### config.mk
export PLATFORM = sky130hd
export DESIGN_NAME = mem_wb_stage
export DESIGN_NICKNAME = d
export VERILOG_FILES = /design/src/rtl/mem_wb_stage.sv
export SDC_FILE = /design/constraint.sdc
export NUM_CORES = 1
export LEC_CHECK = 0
export BUFFER_PORTS_ARGS = -buffer_cell sky130_fd_sc_hd__buf_2
export CORE_UTILIZATION = 45
export DETAILED_ROUTE_END_ITERATION = 10
export GPL_ROUTABILITY_DRIVEN = 0
export PLACE_DENSITY = 0.67
export SYNTH_ARGS = -nofsm -noshare
export SYNTH_HDL_FRONTEND = slang
export SYNTH_SLANG_ARGS = --single-unit
export TNS_END_PERCENT = 5
### constraint.sdc
create_clock -name Clock -period 3.35 [get_ports Clock]
set_input_delay 0.335 -clock Clock [delete_from_list [all_inputs] [get_ports Clock]]
set_output_delay 0.335 -clock Clock [all_outputs]
set_load 0.005 [all_outputs]
### src/rtl/mem_wb_stage.sv
// -----------------------------------------------------------------------------
// mem_wb_stage
//
// MEM/WB pipeline stage register with a valid/ready handshake and a two-entry
// skid buffer (main + skid). Write-back can stall without losing in-flight
// results. A synchronous Flush kills every held entry. Whenever no valid entry
// is presented, the control output carries BUBBLE_CTRL, so RegWrite is 0.
//
// Parameters:
//   DATA_W      payload width (instruction, ALU result, mem data, write-reg)
//   CTRL_W      control width; bit1 = MemToReg, bit0 = RegWrite
//   BUBBLE_CTRL control value presented while OutValid is 0
//
// Ports:
//   Clock      in   single clock, rising edge
//   Reset_n    in   asynchronous active-low reset
//   Flush      in   synchronous kill of all held entries
//   InValid    in   upstream entry valid
//   InReady    out  stage can accept (registered)
//   InCtrl     in   upstream control
//   InData     in   upstream payload
//   OutValid   out  output entry valid (registered)
//   OutReady   in   write-back consumes the output entry
//   OutCtrl    out  output control (registered)
//   OutData    out  output payload (registered)
//   StallCount out  cycles with OutValid & ~OutReady, saturating (optional)
//   FlushCount out  flushes of a non-empty stage, saturating (optional)
//
// Optional feature macro: MEM_WB_PERF_EN adds StallCount/FlushCount.
// -----------------------------------------------------------------------------
module mem_wb_stage #(
  parameter int unsigned       DATA_W      = 128,
  parameter int unsigned       CTRL_W      = 2,
  parameter logic [CTRL_W-1:0] BUBBLE_CTRL = 2'b10
) (
  input  logic              Clock,
  input  logic              Reset_n,
  input  logic              Flush,
  input  logic              InValid,
  output logic              InReady,
  input  logic [CTRL_W-1:0] InCtrl,
  input  logic [DATA_W-1:0] InData,
  output logic              OutValid,
  input  logic              OutReady,
  output logic [CTRL_W-1:0] OutCtrl,
  output logic [DATA_W-1:0] OutData
`ifdef MEM_WB_PERF_EN
  ,
  output logic [15:0]       StallCount,
  output logic [15:0]       FlushCount
`endif
);

  typedef enum logic [1:0] {
    ST_EMPTY = 2'b00,
    ST_ONE   = 2'b01,
    ST_TWO   = 2'b10
  } state_e;

  state_e              state_q, state_d;
  logic                in_ready_q, in_ready_d;
  logic                out_valid_q, out_valid_d;
  logic [CTRL_W-1:0]   main_ctrl_q, main_ctrl_d;
  logic [DATA_W-1:0]   main_data_q, main_data_d;
  logic [CTRL_W-1:0]   skid_ctrl_q, skid_ctrl_d;
  logic [DATA_W-1:0]   skid_data_q, skid_data_d;

  logic                accept_s;
  logic                drain_s;

  // Handshake events as seen at the coming rising edge.
  always_comb begin
    accept_s = InValid & in_ready_q;
    drain_s  = out_valid_q & OutReady;
  end

  // Next-state, next-payload and registered-output computation.
  always_comb begin
    state_d     = state_q;
    main_ctrl_d = main_ctrl_q;
    main_data_d = main_data_q;
    skid_ctrl_d = skid_ctrl_q;
    skid_data_d = skid_data_q;

    if (Flush) begin
      // Flush wins over accept and drain; an entry offered now is dropped.
      state_d     = ST_EMPTY;
      main_ctrl_d = BUBBLE_CTRL;
      main_data_d = {DATA_W{1'b0}};
      skid_ctrl_d = {CTRL_W{1'b0}};
      skid_data_d = {DATA_W{1'b0}};
    end else begin
      case (state_q)
        ST_EMPTY: begin
          if (accept_s) begin
            main_ctrl_d = InCtrl;
            main_data_d = InData;
            state_d     = ST_ONE;
          end else begin
            state_d     = ST_EMPTY;
          end
        end
        ST_ONE: begin
          if (accept_s && drain_s) begin
            main_ctrl_d = InCtrl;
            main_data_d = InData;
            state_d     = ST_ONE;
          end else if (accept_s) begin
            // Output is stalled: park the newcomer behind the main entry.
            skid_ctrl_d = InCtrl;
            skid_data_d = InData;
            state_d     = ST_TWO;
          end else if (drain_s) begin
            // Going empty: kill RegWrite but leave the payload as it was.
            main_ctrl_d = BUBBLE_CTRL;
            state_d     = ST_EMPTY;
          end else begin
            state_d     = ST_ONE;
          end
        end
        ST_TWO: begin
          if (drain_s) begin
            main_ctrl_d = skid_ctrl_q;
            main_data_d = skid_data_q;
            state_d     = ST_ONE;
          end else begin
            state_d     = ST_TWO;
          end
        end
        default: begin
          // Illegal encoding: fall back to a safe, empty stage.
          state_d     = ST_EMPTY;
          main_ctrl_d = BUBBLE_CTRL;
          main_data_d = {DATA_W{1'b0}};
          skid_ctrl_d = {CTRL_W{1'b0}};
          skid_data_d = {DATA_W{1'b0}};
        end
      endcase
    end

    // Ready and valid are derived from the next state so both stay registered.
    in_ready_d  = (state_d != ST_TWO);
    out_valid_d = (state_d != ST_EMPTY);
  end

  // State, handshake and payload registers.
  always_ff @(posedge Clock or negedge Reset_n) begin
    if (!Reset_n) begin
      state_q     <= ST_EMPTY;
      in_ready_q  <= 1'b1;
      out_valid_q <= 1'b0;
      main_ctrl_q <= BUBBLE_CTRL;
      main_data_q <= {DATA_W{1'b0}};
      skid_ctrl_q <= {CTRL_W{1'b0}};
      skid_data_q <= {DATA_W{1'b0}};
    end else begin
      state_q     <= state_d;
      in_ready_q  <= in_ready_d;
      out_valid_q <= out_valid_d;
      main_ctrl_q <= main_ctrl_d;
      main_data_q <= main_data_d;
      skid_ctrl_q <= skid_ctrl_d;
      skid_data_q <= skid_data_d;
    end
  end

  assign InReady  = in_ready_q;
  assign OutValid = out_valid_q;
  assign OutCtrl  = main_ctrl_q;
  assign OutData  = main_data_q;

`ifdef MEM_WB_PERF_EN
  logic [15:0] stall_count_q, stall_count_d;
  logic [15:0] flush_count_q, flush_count_d;

  // Saturating performance counters; only reset clears them.
  always_comb begin
    stall_count_d = stall_count_q;
    flush_count_d = flush_count_q;
    if (out_valid_q && !OutReady && (stall_count_q != 16'hFFFF)) begin
      stall_count_d = stall_count_q + 16'd1;
    end else begin
      stall_count_d = stall_count_q;
    end
    if (Flush && (state_q != ST_EMPTY) && (flush_count_q != 16'hFFFF)) begin
      flush_count_d = flush_count_q + 16'd1;
    end else begin
      flush_count_d = flush_count_q;
    end
  end

  // Counter registers.
  always_ff @(posedge Clock or negedge Reset_n) begin
    if (!Reset_n) begin
      stall_count_q <= 16'd0;
      flush_count_q <= 16'd0;
    end else begin
      stall_count_q <= stall_count_d;
      flush_count_q <= flush_count_d;
    end
  end

  assign StallCount = stall_count_q;
  assign FlushCount = flush_count_q;
`endif

endmodule

* Word-level counts from Yosys, hierarchy flattened *
Index checks and enable logic that the tools add are counted.

word-level totals
  register bits after elaboration = 264
  output and inout port bits = 132
  logic and storage cells = 52
  input port bits = 135

cells by class
  mux-type cells = 25
  equal/unequal tests = 11
  bitwise operators = 2
  reduce and logical (&&, ||, !) cells = 7

operators by type and width
  cell                  number
  $mux W128             6
  $pmux W128 S3         1
  $pmux W128 S2         1
  $mux W2               12
  $ne A3 B3 Y1 const B  5
  $pmux W2 S3           2
  $ne A4 B4 Y1 const B  2
  $reduce_and A3 Y1     2
  $pmux W2 S2           1
  $reduce_and A4 Y1     1
  $and A1 B1 Y1         2
  $eq A2 B1 Y1 const B  1
  $eq A2 B2 Y1 const B  1
  $logic_not A2 Y1      1
  $mux W1               2
  $ne A2 B1 Y1 const B  1
  $ne A2 B2 Y1 const B  1
  $reduce_bool A2 Y1    1
  $reduce_or A2 Y1      1
  $logic_and A1 B1 Y1   1

* Logic depth before layout (Yosys ltp) *
Gate-level depths: netlist of the first run.

  depth after elaboration = 7
  gate-level depth with buffers = 9

* Worst setup path before layout of the first run *
OpenSTA, ideal clock, no wires.

  kind = register to register
  start = reg out_valid_q, in the netlist OutValid
  end = reg main_data_q[127], in the netlist OutData[127]
  library setup time = 124 ps
  cell stages (with the launch flop) = 10
  required time = 3,226 ps
  arrival time = 2,001 ps
  slack = 1,225 ps
  cells stage by stage = dfrtp_1 > nand2_1 > inv_1 > ha_1 > or4b_1 > o211ai_2 > buf_8 > buf_6 > nor3_1 > a211o_1

between the ends
  cells in the longest elaborated chain, start to end = 4

ends and longest elaborated chain
  item                           RTL line  RTL
  from (decl)                    62        logic out_valid_q, out_valid_d;
  from (signal assigned)         159       out_valid_q <= out_valid_d;
  $and A1 B1 Y1 *                74        drain_s = out_valid_q & OutReady;
  $logic_and A1 B1 Y1            104       if (accept_s && drain_s) begin
  $ne A3 B3 Y1 (no line)         -
  $reduce_and A3 Y1 (no line) *  -
  to (signal assigned)           153       main_data_q <= {DATA_W{1'b0}};
  to (signal assigned)           161       main_data_q <= main_data_d;
  to (decl)                      64        logic [DATA_W-1:0] main_data_q, main_data_d;

Every way passes the cells marked *; elsewhere a longest branch is shown, timed or not.
A chain may end at the register's enable or synchronous reset.

* Worst setup path after layout of the first run *
  start = reg out_valid_q, in the netlist OutValid
  end = reg main_data_q[35], in the netlist OutData[35]

The elaborated chain is that of the path after synthesis.

==> results of run 1 <==
## worst min path at each step
stage                       endpoint  depth (start not counted)  slack (ps)        start
floorplan                 OutCtrl[0]                          0          40      Reset_n
global placement     skid_data_q[43]                          1         400      Reset_n
detailed placement   skid_data_q[43]                          1         400      Reset_n
CTS                  skid_data_q[84]                          3         0.5   InData[84]
global route        skid_data_q[102]                          3           6  InData[102]
finish              skid_data_q[102]                          3          20  InData[102]
## through the flow
step	instance area, um2	setup WS, ps	total power, mW
detailed placement	15600	811	5.45
global route	16500	719	9.00
finish	16600	837	8.58
CTS	16500	848	8.67
floorplan	14000	1230	4.77
global placement	15600	895	5.41
## registers in the layout (all words and copies together) (netlist names)
signal	cells
OutData	128
state_q	2
skid_ctrl_q	2
OutCtrl	2
InReady	1
OutValid	1
skid_data_q	128
## cell type report
cell class / instances / area, um2
well taps: 396 / 495
repair buffers: 294 / 1720
fillers: 2768 / 14000
inverters: 136 / 510
clock inverters: 5 / 35.0
clock buffers: 50 / 917
multi-input cells: 935 / 6250
diodes: 6 / 15.0
flip-flops and latches: 264 / 6610
## synth_stat cells (all sizes together)
library cell,instances
a211o,129
a21oi,131
a2bb2oi,1
a31oi,1
and2,2
buf,68
clkbuf,62
dfrtp,262
dfstp,2
ha,2
inv,136
mux2,1
mux2i,133
nand2,133
nand2b,1
nand3,2
nand3b,3
nor2,1
nor2b,129
nor3,128
nor3b,130
o211ai,1
o21ai,4
o22ai,1
o32a,1
or4b,1
## power by group through the flow
stage | logic [mW] | registers [mW] | clock network [mW]
final | 1.68 | 3.71 | 3.19
after global routing | 1.85 | 3.75 | 3.40
after CTS | 1.70 | 3.70 | 3.26
after detailed placement | 1.69 | 3.76 | 0
after global placement | 1.67 | 3.74 | 0
after floorplan | 1.04 | 3.73 | 0
## per-layer routing
layer | vias to the layer above | routed length (um)
met4 | 14 | 743
met5 | - | 81
met2 | 274 | 17500
met1 | 5527 | 17200
met3 | 58 | 2240
li1 | 5416 | -
## logic make-up (layout without fill, tap and decap cells)
logic type | after synthesis | in the layout | synth area share (%)
simple gates | 530 | 530 | 21.4
compound gates | 269 | 269 | 13.2
fa+ha+maj | 2 | 2 | 0.179
flops | 264 | 264 | 47.2
mux | 134 | 134 | 9.60
other cells | 0 | 6 | 0
buf+inv | 266 | 485 | 8.39
## tightest hold or removal path, cell delays in order
cell and delay, ps:
buf_2 100, nand2_1 50, mux2i_1 50
==> impl_metrics.tcl, run 1 <==
set metrics [dict create \
    maxCapViolCount 0 \
    rsz0062_at_grt "no" \
    ir_drop_mv 0.498 \
    htreeDepth 1 \
    final_cells 2086 \
    min_path_type "in2reg" \
    cts_setup_buffers 0 \
    cts-root-buf "clkbuf_16" \
    grt_overflow 0 \
    max-slew-margin-rel_pct 35.1 \
    drc 0 \
    grt_pass1_wl_um 59200 \
    ios 267 \
    tns_ps 0 \
    p_clk_share_pct 37.2 \
    met1_usage_pct 31.6 \
    cp_slowest_cell "or4b_1" \
    switching_share_pct 29.2 \
    yosysSeqAreaShare_pct 47.2 \
    intPower_mw 6.08 \
    synth_fp_nets 1602 \
    seqPwrFrac_pct 43.2 \
    synth.avg_cell_area_um2 9.55 \
    timing_worst_setup_path_type "reg2reg" \
    rrSetupSlack_ps 840 \
    drive_gt1_share_pct 20.4 \
    synth-seq-cells 264 \
    worst_slew_pin_slew_ps 973 \
    synth_area_leader_cell "dfrtp_1" \
    synth_top_cell_area_share_pct 46.9 \
    drt-total-wl_um 37700 \
    cts.sinks 264 \
    numCtsBuffers 31 \
    cp_top_family "simple AND/OR/NAND/NOR gates" \
    fin_crit_sh_pct 75.0 \
    slew_violations 0 \
    initial_core_util_pct 45.7 \
    met3_usage_pct 5.16 \
    first_pass_iters 7 \
    dp_cells 2022 \
    synth_warnings 0 \
    startpoint_type "flop" \
    final_common_cell "buf_2" \
    finClkSkew_ps 19.9 \
    dpl.hpwl_um 22100 \
    syn_area_mm2 0.0140 \
    cts_max_path_buffers 3 \
    endpoint_kind "flop" \
    num_vias 11300 \
    fin_nets 1799 \
    track_usage_pct 23.4 \
    final_cell_mix "buf_2, dfrtp_1, inv_1, mux2i_1, nand2_1" \
    clkLatencyLatePin_ps 560 \
    p_leak_nw 8.54 \
    top_usage_layer "met2" \
    rr_worst_depth 8 \
    setup_violations 0 \
    final_hold_viol_count 0 \
    grt_max_degree 209 \
    clock.fmax_mhz 398 \
    dieArea_mm2 0.0318 \
    wl_per_cell_um 18.1 \
    postCtsHoldBufs 3 \
    io_buffers 266 \
    crit_buf_inv 2 \
    cp_max_fo 70 \
    slowest_delay_ps 580 \
    rows 64 \
    cts_resized 0 \
    synth_area_leaders "dfrtp_1, mux2i_1, a211o_1, nor3b_1, nor2b_1" \
    ant_nets 0 \
    ys_types 30 \
    cts_tree "done" \
    die_h_um 178 \
    layout_min_cycle_time_ps 2510 \
    post-route-util_pct 54.1 \
    fp.coreArea_mm2 0.0306 \
    grt_pass1_vias 11000 \
    arrival_ps 2940 \
    combPwrFrac_pct 19.6 \
    routed_via_density 5.41 \
    die_w_um 178 \
    r2r-end "OutData[35]" \
    area_growth_pct 18.4 \
    p_sw_mw 2.50 \
    cp_cell_sequence "nand2_1 -> inv_1 -> ha_1 -> or4b_1 -> o211ai_4 -> buf_12 -> nor3_1 -> a211o_1" \
    hold_slack_ps 18.6 \
    endpoint "OutData[35]" \
    worstPathRequired_ps 3780 \
    status "complete, no violations" \
    r2r-start "OutValid" \
    use_met2_pct 38.2 \
    synthCells 1465 \
    drt_iter0_markers 675 \
    power_density_mw_per_mm2 518 \
    path_clk_slew_ps 60 \
    cp-startpoint "OutValid" \
    antenna_found_initial 11 \
    crit_cells 8 \
]
No activity file was read; power rests on OpenSTA's default activity.
==> run 2, diff against run 1 <==
==> constraint.sdc (replaced) <==
create_clock -name Clock -period 2.6 [get_ports Clock]
set_input_delay 0.26 -clock Clock [delete_from_list [all_inputs] [get_ports Clock]]
set_output_delay 0.26 -clock Clock [all_outputs]
set_load 0.005 [all_outputs]
==> run 2 against run 1 <==
Clock-buffer cell count fell by 5. Cell area rose by 8.5%. Critical path depth did not move. Die area did not move. Sequential share of layout area fell by 3.1 points. Non-clock buffer count rose by 132. Sequential power rose by 29%. Global-route usage rose by 0.66 points. Sequential cell count did not move. Clock skew fell by 5.6 ps. Critical endpoint is now OutData[66].
==> impl_metrics.tcl, run 2 (synthesis gave the netlist of run 1 again) <==
set metrics [dict create \
    area_growth_pct 28.4 \
    drt-total-wl_um 38800 \
    final_hold_viol_count 0 \
    cts_tree "done" \
    cp_top_family "simple AND/OR/NAND/NOR gates" \
    die_w_um 178 \
    min_path_type "in2reg" \
    wl_per_cell_um 17.5 \
    power_density_mw_per_mm2 639 \
    clock.fmax_mhz 410 \
    drive_gt1_share_pct 19.6 \
    cts_setup_buffers 0 \
    fin_nets 1931 \
    io_buffers 266 \
    maxCapViolCount 0 \
    ant_nets 0 \
    ios 267 \
    slew_violations 0 \
    grt_overflow 0 \
    worstPathRequired_ps 3030 \
    dieArea_mm2 0.0318 \
    status "complete, no violations" \
    htreeDepth 1 \
    ir_drop_mv 0.521 \
    antenna_found_initial 5 \
    cts_max_path_buffers 3 \
    final_common_cell "buf_2" \
    worst_slew_pin_slew_ps 1190 \
    endpoint_kind "flop" \
    cts.sinks 264 \
    setup_violations 0 \
    cts-root-buf "clkbuf_16" \
    crit_buf_inv 2 \
    final_area_mm2 0.0180 \
    drc 0 \
    first_pass_iters 5 \
    slowest_delay_ps 580 \
    grt_pass1_wl_um 61600 \
    drt_iter0_markers 702 \
    final_cell_mix "buf_2, dfrtp_1, inv_1, mux2i_1, nand2_1" \
    cp_max_fo 54 \
    finalWorstSetupSlack_ps 162 \
    num_vias 11800 \
    track_usage_pct 24.0 \
    arrival_ps 2870 \
    startpoint_type "flop" \
    rows 64 \
    cp_cell_sequence "nand2_1 -> inv_1 -> ha_1 -> or4b_1 -> o211ai_4 -> buf_12 -> nor3_1 -> a211o_1" \
    fin_crit_sh_pct 93.8 \
    hold_slack_ps 119 \
    routed_via_density 5.33 \
    max-slew-margin-rel_pct 20.8 \
    layout_min_cycle_time_ps 2440 \
    initial_core_util_pct 45.7 \
    timing_worst_setup_path_type "reg2reg" \
    dp_slack_ps 180 \
    clkLatencyLatePin_ps 550 \
    finClkSkew_ps 14.3 \
    grt_pass1_vias 11700 \
    p_leak_nw 9.16 \
    path_clk_slew_ps 60 \
    numCtsBuffers 31 \
    dpl.hpwl_um 22000 \
    cp_slowest_cell "or4b_1" \
    fp.coreArea_mm2 0.0306 \
    grt_max_degree 209 \
    tns_ps 0 \
    rsz0062_at_grt "no" \
    die_h_um 178 \
    placed_area_mm2 0.0156 \
]
==> run 2: final cells by class <==
type                    count  area [um2]
clock inverters            11         108
well taps                 396         495
multi-input cells         935        6250
repair buffers            426        3050
clock buffers              45         918
flip-flops and latches    264        6610
diodes                      3        7.51
fillers                  2617       12600
inverters                 136         510
==> run 2: path summary, 6_finish.rpt <==
kind | start | cells after the start | endpoint | slack, ps
worst max-delay path | OutValid | 8 | OutData[66] | 160
worst min-delay path | OutReady | 4 | state_q[1] | 120
worst max register to register | OutValid | 8 | OutData[66] | 160
worst min register to register | OutData[34] | 1 | OutData[34] | 500
max in group asynchronous | Reset_n | 3 | InReady | 1580
min in group asynchronous | Reset_n | 2 | skid_data_q[43] | 270
==> run 2: routing by layer <==
metal  routed length, um  global-route usage [%]  vias up  share of wire [%]
met5                  31                       0        -              0.080
met4                 851                    5.54        4                2.2
met3                2200                    4.73       50                5.7
met2               18100                    40.1      298                 47
met1               17600                    32.2     5798                 45
li1                    -                       -     5666                  -
==> run 2: power by group <==
| group | leakage [nW] | total [mW] | internal, mW | switching [mW] |
|---|---|---|---|---|
| registers | 3.56 | 4.77 | 4.50 | 0.271 |
| clock network | 0.512 | 4.35 | 2.62 | 1.73 |
| logic | 5.09 | 2.36 | 1.08 | 1.27 |
| total | 9.16 | 11.5 | 8.20 | 3.27 |
==> run 2: metrics by stage <==
step	util [%]	std cells	power (mW)
final	58.7	2216	11.5
after global routing	58.7	2216	12.0
after CTS	58.7	2213	11.6
after detailed placement	51.0	2026	7.04
after global placement	51.0	2026	6.99
after floorplan	-	1465	6.15
==> run 2: tightest hold or removal path, stage by stage <==
cell and delay (ps):
buf_2 90, nand2_1 100, nand2_1 100, a21oi_1 80
==> run 2: what timing repair did <==
action / CTS / global route
endpoints found under the hold margin: 187 / 0
gates resized for setup: 0 / 0
setup endpoints to repair: 0 / 0
hold buffers: 131 / 0
